===== src/rtl/dsp_mac_sequencer.sv =====
// Sequences a DSP48E1 slice through an N-term multiply-accumulate: issues operand
// addresses, aligns OPMODE/CEP to the product pipeline and captures the final P.
module dsp_mac_sequencer #(
  parameter int LEN_W    = 8,
  parameter int ADDR_W   = 8,
  parameter int PIPE_LAT = 3
) (
  input  logic               clk,
  input  logic               rst,
  input  logic               start,
  input  logic [LEN_W-1:0]   len,
  input  logic               abort,
  output logic               busy,
  output logic [ADDR_W-1:0]  addr_out,
  output logic               op_valid,
  output logic [6:0]         opmode,
  output logic [3:0]         alumode,
  output logic               cep,
  input  logic signed [47:0] p_in,
  output logic signed [47:0] result,
  output logic               done
);

  localparam logic [6:0] OPM_IDLE = 7'h00;
  localparam logic [6:0] OPM_LOAD = 7'h05;
  localparam logic [6:0] OPM_ACC  = 7'h25;

  typedef enum logic [1:0] {IDLE, ISSUE, DRAIN} state_t;

  state_t                state_q, state_d;
  logic [LEN_W-1:0]      cnt_q, cnt_d;
  logic [LEN_W-1:0]      len_q, len_d;
  logic signed [47:0]    result_q, result_d;
  logic                  done_q, done_d;

  logic                  first_issue;
  logic                  last_term;
  logic                  tap_vld;
  logic                  tap_first;
  logic                  pipe_empty;

  assign first_issue = op_valid && (cnt_q == '0);
  assign last_term   = (cnt_q == len_q - LEN_W'(1));

  always_ff @(posedge clk or negedge rst) begin
    if (!rst) begin
      state_q  <= IDLE;
      cnt_q    <= '0;
      len_q    <= '0;
      result_q <= '0;
      done_q   <= 1'b0;
    end else begin
      state_q  <= state_d;
      cnt_q    <= cnt_d;
      len_q    <= len_d;
      result_q <= result_d;
      done_q   <= done_d;
    end
  end

  always_comb begin
    state_d  = state_q;
    cnt_d    = cnt_q;
    len_d    = len_q;
    result_d = result_q;
    done_d   = 1'b0;
    op_valid = 1'b0;
    busy     = 1'b0;
    case (state_q)
      IDLE: begin
        if (start && !abort) begin
          if (len != '0) begin
            len_d   = len;
            cnt_d   = '0;
            state_d = ISSUE;
          end else begin
            result_d = '0;
            done_d   = 1'b1;
          end
        end
      end
      ISSUE: begin
        busy     = 1'b1;
        op_valid = 1'b1;
        if (abort) begin
          cnt_d   = '0;
          state_d = IDLE;
        end else if (last_term) begin
          cnt_d   = '0;
          state_d = DRAIN;
        end else begin
          cnt_d = cnt_q + LEN_W'(1);
        end
      end
      DRAIN: begin
        busy = 1'b1;
        // Once the last tag has left the shift register, its cep cycle is over
        // and p_in now carries the complete sum.
        if (abort) begin
          state_d = IDLE;
        end else if (pipe_empty) begin
          result_d = p_in;
          done_d   = 1'b1;
          state_d  = IDLE;
        end
      end
      default: state_d = IDLE;
    endcase
  end

  generate
    if (PIPE_LAT <= 1) begin : g_tap_direct
      assign tap_vld    = op_valid;
      assign tap_first  = first_issue;
      assign pipe_empty = 1'b1;
    end else begin : g_tap_shift
      localparam int DEPTH = PIPE_LAT - 1;
      logic [DEPTH-1:0] vld_pipe_q;
      logic [DEPTH-1:0] first_pipe_q;

      // ---- issue -> ALU alignment stages ----
      always_ff @(posedge clk or negedge rst) begin
        if (!rst) begin
          vld_pipe_q   <= '0;
          first_pipe_q <= '0;
        end else if (abort) begin
          vld_pipe_q   <= '0;
          first_pipe_q <= '0;
        end else begin
          vld_pipe_q   <= DEPTH'({vld_pipe_q, op_valid});
          first_pipe_q <= DEPTH'({first_pipe_q, first_issue});
        end
      end

      assign tap_vld    = vld_pipe_q[DEPTH-1];
      assign tap_first  = first_pipe_q[DEPTH-1];
      assign pipe_empty = (vld_pipe_q == '0);
    end
  endgenerate

  always_comb begin
    opmode = OPM_IDLE;
    if (tap_vld) begin
      opmode = tap_first ? OPM_LOAD : OPM_ACC;
    end
  end

  assign cep      = tap_vld;
  assign alumode  = 4'b0000;
  assign addr_out = ADDR_W'(cnt_q);
  assign result   = result_q;
  assign done     = done_q;

endmodule

===== config.mk =====
export PLATFORM = sky130hd
export DESIGN_NAME = dsp_mac_sequencer
export DESIGN_NICKNAME = d
export VERILOG_FILES = /design/src/rtl/dsp_mac_sequencer.sv
export SDC_FILE = /design/constraint.sdc
export NUM_CORES = 1
export LEC_CHECK = 0
export CAP_MARGIN = 30
export CORE_AREA = 2 2 96 98
export DETAILED_ROUTE_END_ITERATION = 16
export DIE_AREA = 0 0 98 100
export HOLD_SLACK_MARGIN = 0.05
export PLACE_DENSITY = 0.76
export SETUP_SLACK_MARGIN = 0.05
export SKIP_LAST_GASP = 1
export SYNTH_ARGS = -nofsm -noshare
export SYNTH_HDL_FRONTEND = slang
export SYNTH_SLANG_ARGS = --single-unit

===== constraint.sdc =====
create_clock -name clk -period 2 [get_ports clk]
set_clock_uncertainty 0.05 [all_clocks]
set_input_delay 0.2 -clock clk [delete_from_list [all_inputs] [get_ports clk]]
set_output_delay 0.2 -clock clk [all_outputs]
set_load 0.02 [all_outputs]

==> impl_metrics.py <==
metrics = {
    "pwr": {
        "p_per_area_mw_per_mm2": 939.6,
        "power_mw": 5.279,
        "p_leak_nw": 2.582,
        "peakVddDrop_mv": 0.5533,
    },
    "timing": {
        "fin_crit_sh": 1.068,
        "setup_viol": 10,
        "slew_violations": 0,
        "whs_ns": 0.07458,
        "finalWorstSetupSlack_ns": -0.1369,
        "finalHoldViolCount": 0,
        "clock.fmax_mhz": 468.0,
        "worstMarginPinSlew_ns": 0.5972,
        "relSlewSlack": 0.6019,
        "min_period_ns": 2.137,
        "rsz0062_at_grt": "yes",
    },
    "critical_path": {
        "crit_type": "flip-flop to flip-flop",
        "required_ns": 2.15,
        "r2r_end": "addr_out[6]",
        "cpPeakStageDelay_ns": 0.41,
        "ff2ff_setup_slack_ns": -0.14,
        "reg2reg_depth": 8,
        "path_cells": "buf_4 > nand3b_1 > a311o_1 > a211oi_2 > o31ai_4 > buf_4 > a22oi_2 > o41ai_2",
        "reg2reg_from": "len_q[2]",
        "worstSetupStartpointType": "flip-flop",
        "end_kind": "flip-flop",
        "cp_slowest_cell": "dfrtp_1",
        "critPathTopFamily": "compound AO/OA/AOI/OAI gates",
        "arrival_ns": 2.29,
        "critPathMaxFanout": 6,
        "path_buf_inv": 2,
        "critPathMostFrequentCell": "buf_4",
    },
    "place": {
        "port_buffers": 122,
        "dpl_cell_area_sq_mm": 0.004910,
        "dp_hpwl_um": 6512,
        "pre_cts_ws_ns": -0.5474,
        "gp_congestion": 0.7591,
    },
    "drt": {
        "vias_per_cell": 5.066,
        "vias": 3232,
        "drc": 0,
        "routed_wl_um": 10480,
        "first_iter_violations": 138,
        "drtPass1Iterations": 6,
        "postRouteAntennaNets": 0,
        "wl_per_cell_um": 16.43,
    },
    "yosys": {
        "yosysMostFrequentCell": "nand2_1",
        "synth-async-reset-ratio": 1.000,
        "synth_top_area_share": 0.5166,
        "synth_common_cells": "nand2_1 (109), dfrtp_1 (71), nand3_1 (53)",
        "syn-instance-count": 368,
        "synth_top_family_by_area": "simple AND/OR/NAND/NOR gates",
        "syn_area_sq_mm": 0.003440,
        "yosys_warnings": 0,
        "synth_top_area_cell": "dfrtp_1",
        "synth_top_flop_cell": "dfrtp_1",
        "yosys.area_share.adder": 0.02183,
        "yosysSeqAreaShare": 0.5166,
        "synth_edf_count": 0,
        "syn_avg_cell_area_sq_um": 9.347,
        "synthSimpleGateAreaFrac": 0.2652,
        "synthMuxAreaShare": 0.02546,
        "ys_top_cells_by_area": "dfrtp_1 (52%), nand2_1 (12%), nand3_1 (7.7%)",
        "synth-seq-cells": 71,
        "synth_compound_area_frac": 0.07312,
        "synth-xor-area-share": 0.02765,
        "ys_types": 46,
    },
    "grt": {
        "grt_pass1_wl_um": 15590,
        "grt_pass1_vias": 3148,
        "grt_max_degree": 47,
        "grt-ovfl-total": 0,
        "antenna_found_initial": 0,
        "gr-usage-all-layers": 0.1974,
    },
    "layout": {
        "seqCellArea_sq_mm": 0.001779,
        "area_growth_pct": 63.33,
        "final_nets": 588,
        "fillers": 720,
        "drive_gt1_frac": 0.2429,
        "stdcell_area_sq_mm": 0.005618,
        "fin_util": 0.6319,
        "n_antenna_cell": 0,
        "multi_input_area_sq_mm": 0.001713,
    },
    "clocking": {
        "numClockSinks": 71,
        "path_clk_slew_ns": 0.08,
        "h-tree-depth": 3,
        "cts.path.max_buffers": 2,
        "numCtsBuffers": 9,
        "clk_latency_ns": 0.33,
        "cts_tree": "built",
        "root_buffer": "clkbuf_8",
    },
    "min_path": {
        "hold_class": "primary input to flip-flop",
        "hold-path-cell-count": 2,
        "hold_end": "len_q[4]",
        "min-delay-start": "len[4]",
    },
    "floorplanning": {
        "die_area_sq_mm": 0.009800,
        "rows": 35,
        "initial_utilization": 0.3869,
        "fp.dieW_um": 98,
        "die_y_um": 100,
        "core_sq_mm": 0.008890,
        "io_pins": 131,
    },
    "status": {
        "violations": "negative setup slack",
        "outcome": "finished, violations left",
    },
    "flow_run": {
        "drv_cap": 0,
    },
}
[layout by cell type, fill, tap and decap left out, drive strengths merged, types with 2 or more instances in the layout]
master | netlist | routed
clkdlybuf4s50 | 0 | 111
nand2 | 110 | 110
dfrtp | 71 | 71
nand3 | 53 | 53
buf | 22 | 40
clkbuf | 10 | 22
inv | 10 | 10
nor2 | 9 | 9
conb | 1 | 8
o21ai | 8 | 8
xor2 | 7 | 7
mux2 | 6 | 6
ha | 6 | 6
nor2b | 5 | 5
a21oi | 4 | 4
and3 | 3 | 3
xnor2 | 3 | 3
or2 | 3 | 3
nor4 | 3 | 3
nor3b | 3 | 3
or4 | 2 | 2
a32oi | 2 | 2
o21a | 2 | 2
nand2b | 2 | 2
nand3b | 2 | 2
a22oi | 2 | 2
o41ai | 2 | 2
mux2i | 2 | 2
clkinvlp | 0 | 2
dlygate4sd3 | 0 | 2
clkdlybuf4s15 | 0 | 2
dlymetal6s2s | 0 | 2
nor3 | 2 | 2
[cell families after synthesis]
group                    Yosys count
AO/OA/AOI/OAI                     29
XOR/XNOR                          10
adder cells (fa/ha/maj)            6
buffers and inverters             42
flip-flops                        71
multiplexers                       8
other                              1
AND/OR/NAND/NOR                  201
[routing by layer]
| metal | global-route usage | wire length (um) | up-vias |
|---|---|---|---|
| met2 | 0.3251 | 5504 | 113 |
| met4 | 0.07799 | 137 | 0 |
| met5 | 0 | 0 | - |
| met1 | 0.2577 | 4256 | 1588 |
| li1 | - | - | 1520 |
| met3 | 0.04039 | 583 | 11 |
[worst max-delay path by stage]
stage	endpoint	slack (ns)	from	cells past startpoint
floorplan	addr_out[5]	0.04	addr_out[2]	7
global placement	result[36]	-0.52	len[1]	8
detailed placement	result[24]	-0.55	len[1]	8
CTS	addr_out[1]	-0.13	len_q[5]	9
global route	addr_out[6]	-0.27	len_q[0]	8
finish	addr_out[6]	-0.14	len_q[2]	8
[stage by stage]
step | std cells | TNS, ns
global placement | 607 | -28.23
global route | 638 | -1.906
finish | 638 | -0.8768
detailed placement | 607 | -29.38
CTS | 630 | -0.8618
floorplan | 375 | 0
[state kept, by name (all words and copies together) (netlist names)]
name                      flops
g_tap_shift.first_pipe_q      2
len_q                         8
addr_out                      8
result                       48
state_q                       2
done                          1
g_tap_shift.vld_pipe_q        2
[power by group]
group,total [mW],switching [mW],internal (mW)
sequential,1.72,0.131,1.59
combinational,2.37,1.20,1.17
clock,1.19,0.540,0.648
[area by class of cell]
| class | count | area share |
|---|---|---|
| clock buffer | 12 | 0.02762 |
| timing repair buffer | 168 | 0.3098 |
| tap | 111 | 0.02472 |
| multi-input combinational | 262 | 0.3049 |
| clock inverter | 4 | 0.009577 |
| inverter | 10 | 0.006682 |
| sequential | 71 | 0.3167 |
[timing repair]
item                                    in CTS  in global routing
endpoints found under the hold margin       25                  1
pin swaps                                   13                 37
endpoints found under the setup margin      58                 60
setup buffers                                3                  4
hold buffers                                 1                  1
gates resized for setup                     34                 57
cloned                                       4                  4
(Power assumes the default switching activity.)
==> variant: new RTL, config.mk and constraints unchanged <==
Take the reset off `result_q` and load it in a clocked block of its own.
--- a/src/rtl/dsp_mac_sequencer.sv
+++ b/src/rtl/dsp_mac_sequencer.sv
@@ -49,3 +49,2 @@
       len_q    <= '0;
-      result_q <= '0;
       done_q   <= 1'b0;
@@ -55,5 +54,8 @@
       len_q    <= len_d;
-      result_q <= result_d;
       done_q   <= done_d;
     end
+  end
+
+  always_ff @(posedge clk) begin
+    result_q <= result_d;
   end
Function: differs if rst is asserted again (counterexample within 10 cycles, from zero or initial values and one cycle with rst low); with rst held inactive, the same outputs for 10 cycles.
==> variant against the original RTL <==
- the run still ends with negative setup slack left
- sequential cell count unchanged
- setup slack improved by 0.035 ns
- global-route usage decreased by 2.7 points
- count of clock-buffer cells in the layout decreased by 2
- total power decreased by 4.9%
- non-clock buffer count increased by 8
- via count decreased by 19%
- worst hold slack improved by 0.088 ns
- design area decreased by 3.2%
- cell count decreased by 14%
- critical endpoint is now addr_out[3]
- wire length decreased by 17%
- synthesized area decreased by 4.2%
- core utilization decreased by 2.0 points
==> variant: results (changes against the original RTL) <==
* WL final at 8651 µm (-17%)
* Clock Latency Late Sink at 0.34 ns
* Number of distinct library cells after synthesis at 47 (+2.2%)
* Top post-synthesis cells by area: edfxtp_1 (44%), dfrtp_1 (17%), and2_1 (9.1%)
* FF-to-FF Start: state_q[1]
* Post-route ant nets at 0 (unchanged)
* DP Area at 4966 µm² (+1.1%)
* Max reg flops at 48 (unchanged)
* First-pass GRT wire length at 13130 µm (-16%)
* # diodes at 0 (unchanged)
* Vias after detailed routing at 2606 (-19%)
* Final #Nets at 501 (-15%)
* LEAKAGE at 2.119 nW (-18%)
* Number of H-tree levels at 3 (unchanged)
* Total Neg Setup Slack at -0.5393 ns (+0.3375 ns)
* Worst Hold Class: in -> async
* Setup Slack @ Placement at -0.3513 ns (+0.1962 ns)
* Outcome: finished, violations left
* Top cells by instance count after synthesis: and2_1 (48), edfxtp_1 (48), dfrtp_1 (23)
* Yosys warns at 0 (unchanged)
* Antenna violations before repair at 0 (unchanged)
* Arr. time, crit path at 2.33 ns (+0.04 ns)
* Max clock buf depth at 2 (unchanged)
* Reg clk slew, reported paths at 0.08 ns (about the same)
* Setup ws final at -0.1024 ns (+0.03450 ns)
* Largest fanout on the critical path at 3 (-3)
* Largest net degree at the start of global routing at 49 (+4.3%)
* CTS buffer count at 9 (unchanged)
* Worst vdd ir at 0.7089 mV (+28%)
* Initial DRT Pass Iterations at 4 (-2)
* GRT Total Usage at 0.1706 (-0.02683)
* Post-synth EDFFs at 48 (+48)
* Violations in the final reports: negative setup slack
* Post-synthesis sequential area ratio at 0.6120 (+0.09545)
* Detailed placement HPWL at 6094 µm (-6.4%)
* Ys async rst share at 0.3239 (-0.6761)
* R2R cell count at 11 (+3)
* Worst setup path category: reg -> reg
* Gp weighted congestion at 0.7986 (+5.2%)
* Clock root buffer: clkbuf_8
* Slowest cell on the critical path: dfrtp_1
* Setup violations, final at 8 (-2)
* Number of global-route vias before repair at 2517 (-20%)
* Slowest cell delay on critical path at 0.40 ns
* End point of the critical path: addr_out[3]
* Iter 0 DRT Violations at 73 (-47%)
* FILL cells at 709 (-1.5%)
* Fraction of layout cells with a size suffix above 1 at 0.2568 (+0.01393)
* Buffers added on ports at 122 (unchanged)
variant: cell types whose count changed after synthesis, sizes merged, moves of 3 or more:
cell    unedited run  this run
edfxtp             0        48
nor2               9         5
and2               0        48
and3               3         0
o21ai              8         5
buf               22        11
nand3             53        12
dfrtp             71        23
nand2            110        19
variant: cell families after synthesis:
kind of cell | share of synthesized area
simple gates | 0.1967
fa+ha+maj | 0.02278
flops | 0.6120
xor+xnor | 0.03151
other cells | 0.001138
compound gates | 0.06416
buf+inv | 0.04821
mux | 0.02354
variant: area by class of cell:
class | instances | area share
clock buffer | 10 | 0.02346
clock inverter | 6 | 0.006901
inverter | 10 | 0.006901
multi-input combinational | 167 | 0.2413
sequential | 71 | 0.3718
tap | 111 | 0.02553
timing repair buffer | 176 | 0.3241
variant: worst min path at each step:
stage	start	end	slack (ns)	depth (start not counted)
after floorplan	rst	addr_out[0]	-0.15	0
after detailed placement	g_tap_shift.first_pipe_q[0]	g_tap_shift.first_pipe_q[1]	0.40	1
after CTS	rst	len_q[2]	0.16	2
final	rst	addr_out[1]	0.16	2
after global placement	g_tap_shift.first_pipe_q[0]	g_tap_shift.first_pipe_q[1]	0.40	1
after global routing	rst	addr_out[1]	0.17	2
variant: what timing repair did:
action,4_1_cts,5_1_grt
endpoints found under the setup margin,10,60
cloned,0,7
buffers inserted,0,7
endpoints found under the hold margin,0,0
pin swaps,5,14
hold buffers,0,0
gates resized for setup,5,27
variant: worst max-delay path, delay by kind of cell, from the launching register on:
kind | cells | cell delay (ns)
AO/OA/AOI/OAI | 3 | 0.60
AND/OR/NAND/NOR | 4 | 0.51
adder cells (fa/ha/maj) | 1 | 0.15
buffers and inverters | 3 | 0.32
flip-flops | 1 | 0.40
variant: layer usage:
layer  vias up  wire (µm)  GRT usage
met5         -          0          0
met1      1228       3630     0.2159
li1       1252          -          -
met3         9        672    0.05641
met2       117       4274     0.2845
met4         0         73    0.04380
variant: through the flow:
| stage | instances | util | hold WS (ns) |
|---|---|---|---|
| 2_1_floorplan | 269 | - | -0.1456 |
| 3_3_place_gp | 522 | 0.5586 | 0.4038 |
| 3_5_place_dp | 522 | 0.5586 | 0.4019 |
| 4_1_cts | 538 | 0.5790 | 0.1592 |
| 5_1_grt | 551 | 0.6118 | 0.1730 |
| 6_report | 551 | 0.6118 | 0.1631 |
variant: power by group:
part | switching [mW] | internal, mW
Clock | 0.545 | 0.444
Sequential | 0.161 | 1.72
Combinational | 1.01 | 1.15
Total | 1.71 | 3.31
